`src/rtl/moving_avg_filter.sv`:
```
// Multi-channel boxcar moving-average filter over a 2^LOG2_WIN sample window.
// Each channel keeps its own history and running sum; output is the sum or the truncated average.
module moving_avg_filter #(
   parameter int NCH      = 3,
   parameter int DW       = 2,
   parameter int LOG2_WIN = 2
) (
   input  logic                          clk,
   input  logic                          rst_n,
   input  logic                          in_valid,
   input  logic [NCH*DW-1:0]             in_data,
   input  logic                          clear,
   input  logic                          mode,
   input  logic                          out_en,
   output logic                          out_valid,
   output logic [NCH*(DW+LOG2_WIN)-1:0]  out_data,
   output logic                          full
);

   localparam int WIN = 1 << LOG2_WIN;
   localparam int SW  = DW + LOG2_WIN;
   localparam int CW  = LOG2_WIN + 1;
   localparam logic [CW-1:0] WIN_C = CW'(WIN);
   localparam logic [CW-1:0] ONE_C = CW'(1);

   logic [DW-1:0]     hist_r [NCH][WIN];
   logic [SW-1:0]     sum_r  [NCH];
   logic [CW-1:0]     count_r;
   logic              out_valid_r;
   logic              full_r;
   logic [NCH*SW-1:0] out_data_s;

   // Window histories, running sums, fill counter and output flags.
   always_ff @(posedge clk or negedge rst_n) begin
      if (!rst_n) begin
         for (int k = 0; k < NCH; k++) begin
            sum_r[k] <= '0;
            for (int j = 0; j < WIN; j++) hist_r[k][j] <= '0;
         end
         count_r     <= '0;
         out_valid_r <= 1'b0;
         full_r      <= 1'b0;
      end else if (clear) begin
         for (int k = 0; k < NCH; k++) begin
            sum_r[k] <= '0;
            for (int j = 0; j < WIN; j++) hist_r[k][j] <= '0;
         end
         count_r     <= '0;
         out_valid_r <= 1'b0;
         full_r      <= 1'b0;
      end else if (in_valid) begin
         // Slot 0 is newest, slot WIN-1 is the sample leaving the window.
         for (int k = 0; k < NCH; k++) begin
            sum_r[k] <= sum_r[k] + SW'(in_data[k*DW +: DW]) - SW'(hist_r[k][WIN-1]);
            for (int j = WIN-1; j > 0; j--) hist_r[k][j] <= hist_r[k][j-1];
            hist_r[k][0] <= in_data[k*DW +: DW];
         end
         if (count_r != WIN_C) begin
            count_r <= count_r + ONE_C;
            full_r  <= (count_r == (WIN_C - ONE_C));
         end else begin
            count_r <= count_r;
            full_r  <= 1'b1;
         end
         out_valid_r <= 1'b1;
      end else begin
         out_valid_r <= 1'b0;
      end
   end

   // Output formatting: mode and out_en act combinationally on the registered sums.
   always_comb begin
      out_data_s = '0;
      for (int k = 0; k < NCH; k++) begin
         if (!out_en) begin
            out_data_s[k*SW +: SW] = '0;
         end else if (mode) begin
            out_data_s[k*SW +: SW] = sum_r[k];
         end else begin
            out_data_s[k*SW +: SW] = sum_r[k] >> LOG2_WIN;
         end
      end
   end

   assign out_data  = out_data_s;
   assign out_valid = out_valid_r;
   assign full      = full_r;

endmodule

```
`config.mk`:
```
export PLATFORM = sky130hd
export DESIGN_NAME = moving_avg_filter
export DESIGN_NICKNAME = d
export VERILOG_FILES = /design/src/rtl/moving_avg_filter.sv
export SDC_FILE = /design/constraint.sdc
export NUM_CORES = 1
export LEC_CHECK = 0
export ABC_CLOCK_PERIOD_IN_PS = 2850
export BUFFER_PORTS_ARGS = -buffer_cell sky130_fd_sc_hd__buf_2
export CORE_MARGIN = 5
export CORE_UTILIZATION = 30
export CTS_BUF_LIST = sky130_fd_sc_hd__clkbuf_8 sky130_fd_sc_hd__clkbuf_16
export DETAILED_ROUTE_END_ITERATION = 10
export GPL_TIMING_DRIVEN = 0
export PLACE_DENSITY = 0.51
export SYNTH_ARGS = -nofsm -noshare
export SYNTH_HDL_FRONTEND = slang
export SYNTH_SLANG_ARGS = --single-unit
```
`constraint.sdc`:
```
create_clock -name clk -period 2.85 [get_ports clk]
set_input_delay 0.4275 -clock clk [delete_from_list [all_inputs] [get_ports clk]]
set_output_delay 0.4275 -clock clk [all_outputs]
set_load 0.01 [all_outputs]
```
# [Yosys cells after proc, flatten, opt, wreduce, memory -nomap -nowiden]
# Cells that the tools add are included.
[op_classes] add_sub_neg=7 n_eq_ne=2 n_mux=18 n_reduce_logical=3
[op_table] cell="two-way mux 24 bit" n=2
[op_table] cell="two-way mux 12 bit" n=2
[op_table] cell="two-way mux 4 bit" n=6
[op_table] cell="adder 4 x 2 -> 4 bit" n=3
[op_table] cell="subtractor 4 x 2 -> 4 bit" n=3
[op_table] cell="two-way mux 3 bit" n=3
[op_table] cell="two-way mux 1 bit" n=5
[op_table] cell="nonzero test 2 bit" n=2
[op_table] cell="adder 3 x 1 -> 3 bit (second input constant)" n=1
[op_table] cell="== test 3 x 2 -> 1 bit (second input constant)" n=1
[op_table] cell="!= test 3 bit (second input constant)" n=1
[op_table] cell="AND reduction 2 bit" n=1
[word_totals] reg_bits=41 input_bits=12 out_inout_bits=14 elab_cells=48

# [Logic depth before layout (Yosys ltp)]
# Gate-level depths: netlist of the first run.
[logic_depth] word_depth=4 depth_mapped=9 mapped_depth_nobuf=9

# [Worst setup path after synthesis of the first run]
# OpenSTA, ideal clock, no wires.
[synth_path] path_type="input-to-reg" from="input in_data[5]" to="register sum_r[3] (netlist bit)" setup_ps=128 arrival_time_ps=2174 t_required_ps=2722 slack_ps=549 stages=8 n_path_buf=0 path_cell_list="inv_1 fa_1 inv_1 ha_1 a21o_1 a21oi_2 mux2i_1 mux2_1"
[synth_via] elab_chain_len=4
[synth_lines] element="start: declaration" line_no="11" source="input logic [NCH*DW-1:0] in_data,"
[synth_lines] element="adder 4 x 2 -> 4 bit" line_no="54" source="sum_r[k] <= sum_r[k] + SW'(in_data[k*DW +: DW]) - SW'(hist_r[k][WIN-1]);"
[synth_lines] element="subtractor 4 x 2 -> 4 bit" line_no="54"
[synth_lines] element="two-way mux 12 bit" line_no="51" source="end else if (in_valid) begin"
[synth_lines] element="two-way mux 12 bit" line_no="43" source="end else if (clear) begin"
[synth_lines] element="end signal: indexed assignment" line_no="54"
[synth_lines] element="end: declaration" line_no="27" source="logic [SW-1:0] sum_r [NCH];"
# No other way between the ends. The select of a mux whose other input is x is not followed.
# A chain may end at the register's enable or synchronous reset.

# [Worst setup path after layout of the first run]
[layout_path] from="register sum_r[5] (netlist bit)" to="register sum_r[7] (netlist bit)"
[layout_via] elab_chain_len=4
[layout_lines] element="adder 4 x 2 -> 4 bit" line_no="54"
[layout_lines] element="subtractor 4 x 2 -> 4 bit" line_no="54"
[layout_lines] element="two-way mux 12 bit" line_no="51"
[layout_lines] element="two-way mux 12 bit" line_no="43"
# No other way between the ends. The select of a mux whose other input is x is not followed.

==> results by group, run 1 <==
Outcome
  • Status: completed

Worst setup path
  • CP Capture Type: flip-flop
  • Crit-path cells: inv_1, fa_1, inv_1, ha_1, a21o_1, a21oi_2, mux2i_1, mux2_1
  • CP top delay family: adder cells
  • WP data arrival: 2.54 ns
  • Crit-path most repeated cell: inv_1
  • Worst setup SP type: flip-flop
  • CP max-delay cell: fa_1
  • Crit-path max cell delay: 0.53 ns
  • CP bufs+invs: 2
  • CP Data Required Time: 3.03 ns
  • CP Max Fanout: 3
  • CP Class: flip-flop to flip-flop

Floorplanning
  • Floorplan Core Area: 0.007647 mm²
  • Die area: 0.009675 mm²
  • I/O pins: 26
  • Initial core utilization: 30.63%
  • Die X: 98.36 µm
  • Std cell rows: 32
  • DIE HEIGHT: 98.36 µm

Pwr
  • Peak supply drop: 0.1724 mV
  • Sequential fraction of design power: 49.0%
  • Combinational share of power: 22.5%
  • Psw: 0.3851 mW
  • LEAKAGE: 1.433 nW
  • Switching share of power: 28.87%
  • Internal power: 0.9490 mW
  • Share of total power in the clock network: 28.5%
  • Pwr Density: 498.5 mW/mm²

STA
  • Max Slew Vio Count: 0
  • Fmax: 423.1 MHz
  • Hold slack: 0.2802 ns
  • Fin crit period: 2.363 ns
  • Post-Route Skew: 0.004855 ns
  • Hold Vio Cnt, Final: 0
  • Actual slew at the worst max-slew pin: 0.9426 ns
  • # setup viols final: 0
  • Slew HR: 37.16%
  • Tcrit/Tclk final: 82.93%
  • Worst setup margin: 0.4865 ns
  • RSZ-0062 raised after global routing: no
  • Post-route setup TNS: 0 ns

Finish
  • Non-filler instance count after layout: 358
  • P&R area growth vs syn: 14.26%
  • Design Area, Final: 0.002676 mm²
  • Ant diodes: 0
  • Layout cells sized above 1: 16.41%
  • Area taken by multi-input logic gates: 0.001149 mm²
  • Register area: 0.001026 mm²
  • Fillers: 810
  • Final-stage net count: 288

Clock tree
  • CTS Buffer Depth: 2
  • Cts hold-fix bufs: 0
  • Clk sinks: 41
  • Reg clk slew, reported paths: 0.08 ns
  • Total number of H-tree levels: 2
  • Cts bufs inserted: 5
  • Latest clock arrival within the worst-skew pair: 0.29 ns
  • Root buffer cell: clkbuf_8
  • Post-CTS resize count: 0
  • Setup Buffers After CTS: 0
  • CTS tree: built

Placed design
  • Detailed placement HPWL: 3555 µm
  • RePlAce Congestion: 0.7348
  • Placed cell count: 351
  • Port-buffer cells: 24
  • Placement Cell Area: 0.002590 mm²
  • Place WS: 0.2987 ns

Yosys
  • Ranking of synthesized cells by area: dfrtp_1 (44%), mux2i_1 (17%), ha_1 (7.5%), nor2_1 (6.4%), fa_1 (5.1%)
  • Synth top area share: 43.80%
  • Mean Syn Cell Area: 10.41 µm²
  • Post-synthesis sequential area ratio: 43.80%
  • Post-Syn Area: 0.002342 mm²
  • Syn. warnings: 0
  • Yosys cell types: 22
  • Post-synthesis sequential element count: 41
  • Post-synth top cells: dfrtp_1 (41), mux2i_1 (40), nor2_1 (40), inv_1 (28), ha_1 (14)
  • Post-synth top area cell: dfrtp_1
  • Post-synth ARST share: 100.0%
  • Syn Inst Count: 225
  • Top-count cell post-synth: dfrtp_1
  • Most used DFF post-synth: dfrtp_1
  • Post-synthesis net count: 257
  • EDFF count, synth: 0

Routing
  • Post-DRT Antenna Nets: 0
  • Via count: 1,554
  • DRT iter0 DRCs: 39
  • DRT Pass-1 Iters: 2
  • DR WL/cell: 13.47 µm
  • DR DRC count: 0
  • Total Wirelength: 4824 µm
  • Via density: 4.341

GRT
  • Initial antenna violation count: 0
  • GRT Util Overall: 10.85%
  • First-pass GRT wire length: 8273 µm
  • Largest net degree at the start of global routing: 42
  • Vias in the first global route: 1,618
  • GR Overflow Total: 0

Hold path
  • Hold crit path type: input port to asynchronous set/reset pin

Run
  • MaxCap Viol Count: 0
-- metal layers --
| metal | vias up | global-route usage [%] | wire length (µm) |
|---|---|---|---|
| li1 | 786 | - | - |
| met1 | 739 | 15.15 | 2437 |
| met2 | 24 | 16.43 | 2131 |
| met3 | 5 | 3.000 | 192 |
| met4 | 0 | 3.151 | 62 |
| met5 | - | 0 | 0 |
-- final cells by class --
type                            count  share of cell area, %
Multi-Input combinational cell    144                  42.92
Sequential cell                    41                  38.34
Tap cell                          102                  4.769
Timing Repair Buffer               24                  4.488
Inverter                           28                  3.927
Clock buffer                        6                  3.086
Buffer                             12                  2.338
Clock inverter                      1                 0.1403
-- flip-flops by register name, summed over array words and instances, names as in the netlist --
name       flops
hist_r        24
sum_r         12
count_r        3
full           1
out_valid      1
-- power by group through the flow --
stage | sequential [mW] | combinational, mW | clock [mW]
floorplan | 0.655 | 0.228 | 0
finish | 0.654 | 0.301 | 0.380
detailed placement | 0.666 | 0.307 | 0
CTS | 0.654 | 0.309 | 0.400
global placement | 0.665 | 0.300 | 0
global route | 0.661 | 0.347 | 0.422
-- placed cells by master (no fill, tap or decap), types with 2 or more instances in the layout --
cell type	Yosys	routed
inv_1	28	29
a211oi_1	4	4
and3_1	6	6
fa_1	6	6
mux2i_1	40	40
buf_4	3	3
mux2_1	2	2
buf_2	5	29
ha_1	14	14
clkbuf_1	4	4
a21o_1	3	3
xnor2_1	4	4
nand2_1	6	6
a21oi_2	3	3
nor2b_1	10	10
clkbuf_8	0	6
a21oi_1	2	2
dfrtp_1	41	41
nor2_1	40	40
-- final timing paths --
path | from | to | slack (ns) | cells past startpoint
worst max-delay path | sum_r[5] | sum_r[7] | 0.49 | 8
worst min-delay path | rst_n | hist_r[10] | 0.28 | 1
worst max register to register | sum_r[5] | sum_r[7] | 0.49 | 8
worst min register to register | hist_r[22] | hist_r[22] | 0.53 | 2
max in group asynchronous | rst_n | hist_r[7] | 1.98 | 1
min in group clk | in_data[1] | hist_r[23] | 0.40 | 3
-- worst register-to-register path, cell delays in order, from the launching register on --
cell and delay (ns):
dfrtp_1 0.40, inv_1 0.08, fa_1 0.53, inv_1 0.06
ha_1 0.28, a21o_1 0.17, a21oi_2 0.15, mux2i_1 0.26
mux2_1 0.34
-- cell families (layout without fill, tap and decap cells) --
group,count (synthesis),in the layout,synth area share (%)
AO/OA/AOI/OAI,13,13,4.114
AND/OR/NAND/NOR,64,64,12.29
XOR/XNOR,4,4,1.496
adder cells (fa/ha/maj),20,20,12.61
buffers and inverters,40,71,7.158
multiplexers,43,43,18.54
flip-flops,41,41,43.80
-- through the flow --
step | power (mW) | utilization [%]
6_report | 1.334 | 35.00
2_1_floorplan | 0.8827 | -
5_1_grt | 1.430 | 35.00
3_5_place_dp | 0.9723 | 33.87
3_3_place_gp | 0.9652 | 33.87
4_1_cts | 1.363 | 35.00
Note: power is estimated with default switching activity, not from simulation.
==> inputs of run 2 (changes only) <==
- ABC_CLOCK_PERIOD_IN_PS: 2850 -> 2070
- PLACE_DENSITY: 0.51 -> 0.53
- clock period: 2.85 -> 2.07 ns (I/O delays scaled with it)
==> results by group, run 2 (synthesis results as in run 1) <==
Worst setup path
  • Crit-path max cell delay: 0.50 ns (-0.03 ns)
  • CP Data Required Time: 2.24 ns (-0.79 ns)
  • CP Class: flip-flop to flip-flop
  • Worst setup SP type: flip-flop
  • WP data arrival: 2.43 ns (-0.11 ns)
  • CP Capture Type: flip-flop
  • CP Max Fanout: 3 (unchanged)
  • Crit-path cells: inv_2, fa_1, inv_1, ha_1, a21o_1, a21oi_2, mux2i_1, mux2_1
  • CP max-delay cell: fa_1

Placed design
  • Placement Cell Area: 0.002603 mm² (+0.48%)
  • RePlAce Congestion: 0.7520 (+2.3%)
  • Place WS: -0.3160 ns (-0.6148 ns)
  • Port-buffer cells: 24 (unchanged)
  • Detailed placement HPWL: 3423 µm (-3.7%)

Pwr
  • Combinational share of power: 24.1% (+1.6 points)
  • LEAKAGE: 1.467 nW (+2.4%)
  • Internal power: 1.337 mW (+41%)
  • Sequential fraction of design power: 47.6% (-1.4 points)
  • Total power: 1.889 mW (+42%)
  • Peak supply drop: 0.2333 mV (+35%)
  • Share of total power in the clock network: 28.3% (-0.2 points)
  • Pwr Density: 685.3 mW/mm² (+37%)
  • Switching share of power: 29.22% (+0.35 points)
  • Psw: 0.5519 mW (+43%)

Floorplanning
  • DIE HEIGHT: 98.36 µm (unchanged)
  • Initial core utilization: 30.63% (unchanged)
  • I/O pins: 26 (unchanged)
  • Floorplan Core Area: 0.007647 mm² (unchanged)
  • Die X: 98.36 µm (unchanged)
  • Std cell rows: 32 (unchanged)
  • Die area: 0.009675 mm² (unchanged)

Routing
  • DRT iter0 DRCs: 43 (+10%)
  • Post-DRT Antenna Nets: 0 (unchanged)
  • DR DRC count: 0 (unchanged)
  • DRT Pass-1 Iters: 4 (+2)
  • Via count: 1,592 (+2.4%)
  • Via density: 4.374 (+0.76%)
  • Total Wirelength: 4757 µm (-1.4%)
  • DR WL/cell: 13.07 µm (-3.0%)

STA
  • Hold Vio Cnt, Final: 0 (unchanged)
  • RSZ-0062 raised after global routing: yes
  • Actual slew at the worst max-slew pin: 0.9501 ns (+0.007434 ns)
  • Slew HR: 36.66% (-0.50 points)
  • Post-Route Skew: 0.004966 ns (+0.0001106 ns)
  • # setup viols final: 3 (+3)
  • Fin crit period: 2.261 ns (-0.1029 ns)
  • Tcrit/Tclk final: 109.2% (+26 points)
  • Fmax: 442.4 MHz (+4.6%)
  • Worst setup margin: -0.1905 ns (-0.6771 ns)
  • Hold slack: 0.1606 ns (-0.1196 ns)
  • Max Slew Vio Count: 0 (unchanged)

Clock tree
  • CTS Buffer Depth: 2 (unchanged)
  • Cts bufs inserted: 5 (unchanged)
  • Cts hold-fix bufs: 0 (unchanged)
  • CTS tree: built
  • Root buffer cell: clkbuf_8
  • Clk sinks: 41 (unchanged)
  • Latest clock arrival within the worst-skew pair: 0.29 ns (about the same)
  • Total number of H-tree levels: 2 (unchanged)
  • Reg clk slew, reported paths: 0.08 ns (about the same)

Finish
  • Largest registers: hist_r x24, sum_r x12, count_r x3
  • Commonest non-fill, non-tap cell in the layout: dfrtp_1
  • Layout cells sized above 1: 21.76% (+5.3 points)
  • P&R area growth vs syn: 17.68%
  • Ant diodes: 0 (unchanged)
  • Final-stage net count: 294 (+2.1%)
  • Final core occ: 36.04% (+1.0 points)
  • Design Area, Final: 0.002756 mm² (+3.0%)
  • Commonest cells after routing, fill and taps aside: dfrtp_1 (41), mux2i_1 (40), nor2_1 (40)
  • Top reg by flops: hist_r
  • Max reg flops: 24 (unchanged)

GRT
  • Vias in the first global route: 1,649 (+1.9%)
  • First-pass GRT wire length: 8211 µm (-0.75%)
  • Largest net degree at the start of global routing: 42 (unchanged)
  • Initial antenna violation count: 0 (unchanged)
  • GRT Util Overall: 10.65% (-0.20 points)
  • GR Overflow Total: 0 (unchanged)

Outcome
  • Status: finished with violations
  • Failing checks: setup timing

Hold path
  • Hold crit path type: input port to asynchronous set/reset pin

Run
  • MaxCap Viol Count: 0 (unchanged)
==> run 2: cell types whose count changed in the layout (fill, tap and decap cells not counted), moves of 2 or more <==
cell,delta
ha_4,+2
ha_1,-2
inv_2,+5
inv_1,-5
buf_4,+6
==> run 2: timing repair <==
item | in CTS | in global routing
gates cloned | 0 | 0
gates resized for setup | 2 | 5
setup endpoints to repair | 3 | 4
setup buffers | 4 | 2
endpoints found under the hold margin | 0 | 0
pin swaps | 2 | 5
==> run 2: metal layers <==
layer  global-route usage (%)  vias to the layer above  wire length (µm)
met5                        0                        -                 0
met1                    14.89                      764              2468
li1                         -                      797                 -
met3                    3.929                        4               194
met2                    15.65                       27              2047
met4                    2.521                        0                45
==> run 2: worst max-delay path, delay by kind of cell (launching register included) <==
| kind | cells | cell delay, ns |
|---|---|---|
| AOI/OAI and AO/OA | 2 | 0.29 |
| adders and majority gates | 2 | 0.77 |
| buffers and inverters | 2 | 0.10 |
| DFF | 1 | 0.40 |
| muxes | 2 | 0.58 |
==> run 2: power groups by stage <==
stage,sequential [mW],combinational [mW],clock [mW]
2_1_floorplan,0.902,0.319,0
3_3_place_gp,0.914,0.417,0
3_5_place_dp,0.915,0.428,0
4_1_cts,0.899,0.446,0.557
5_1_grt,0.908,0.522,0.595
6_report,0.899,0.456,0.535
==> run 2: path summary, 6_finish.rpt <==
check / startpoint / to / depth (start not counted) / slack (ns)
max in group asynchronous: rst_n / sum_r[7] / 1 / 1.32
worst max register to register: sum_r[5] / sum_r[7] / 8 / -0.19
min in group clk: in_data[2] / hist_r[14] / 3 / 0.29
worst min-delay path: rst_n / hist_r[1] / 1 / 0.16
worst max-delay path: sum_r[5] / sum_r[7] / 8 / -0.19
worst min register to register: hist_r[19] / hist_r[17] / 2 / 0.52
==> run 2: metrics by stage <==
stage | TNS (ns) | cells
floorplan | -0.2499 | 225
finish | -0.4229 | 364
CTS | -0.5444 | 362
global route | -0.8010 | 364
detailed placement | -0.8375 | 351
global placement | -0.8134 | 351
==> run 2: final cells by class <==
cell class	count	area, µm²
fillers	795	4891
multi-input cells	144	1184
flip-flops and latches	41	1026
repair buffers	30	165.2
well taps	102	127.6
inverters	28	105.1
clock buffers	6	82.58
plain buffers	12	62.56
clock inverters	1	3.754
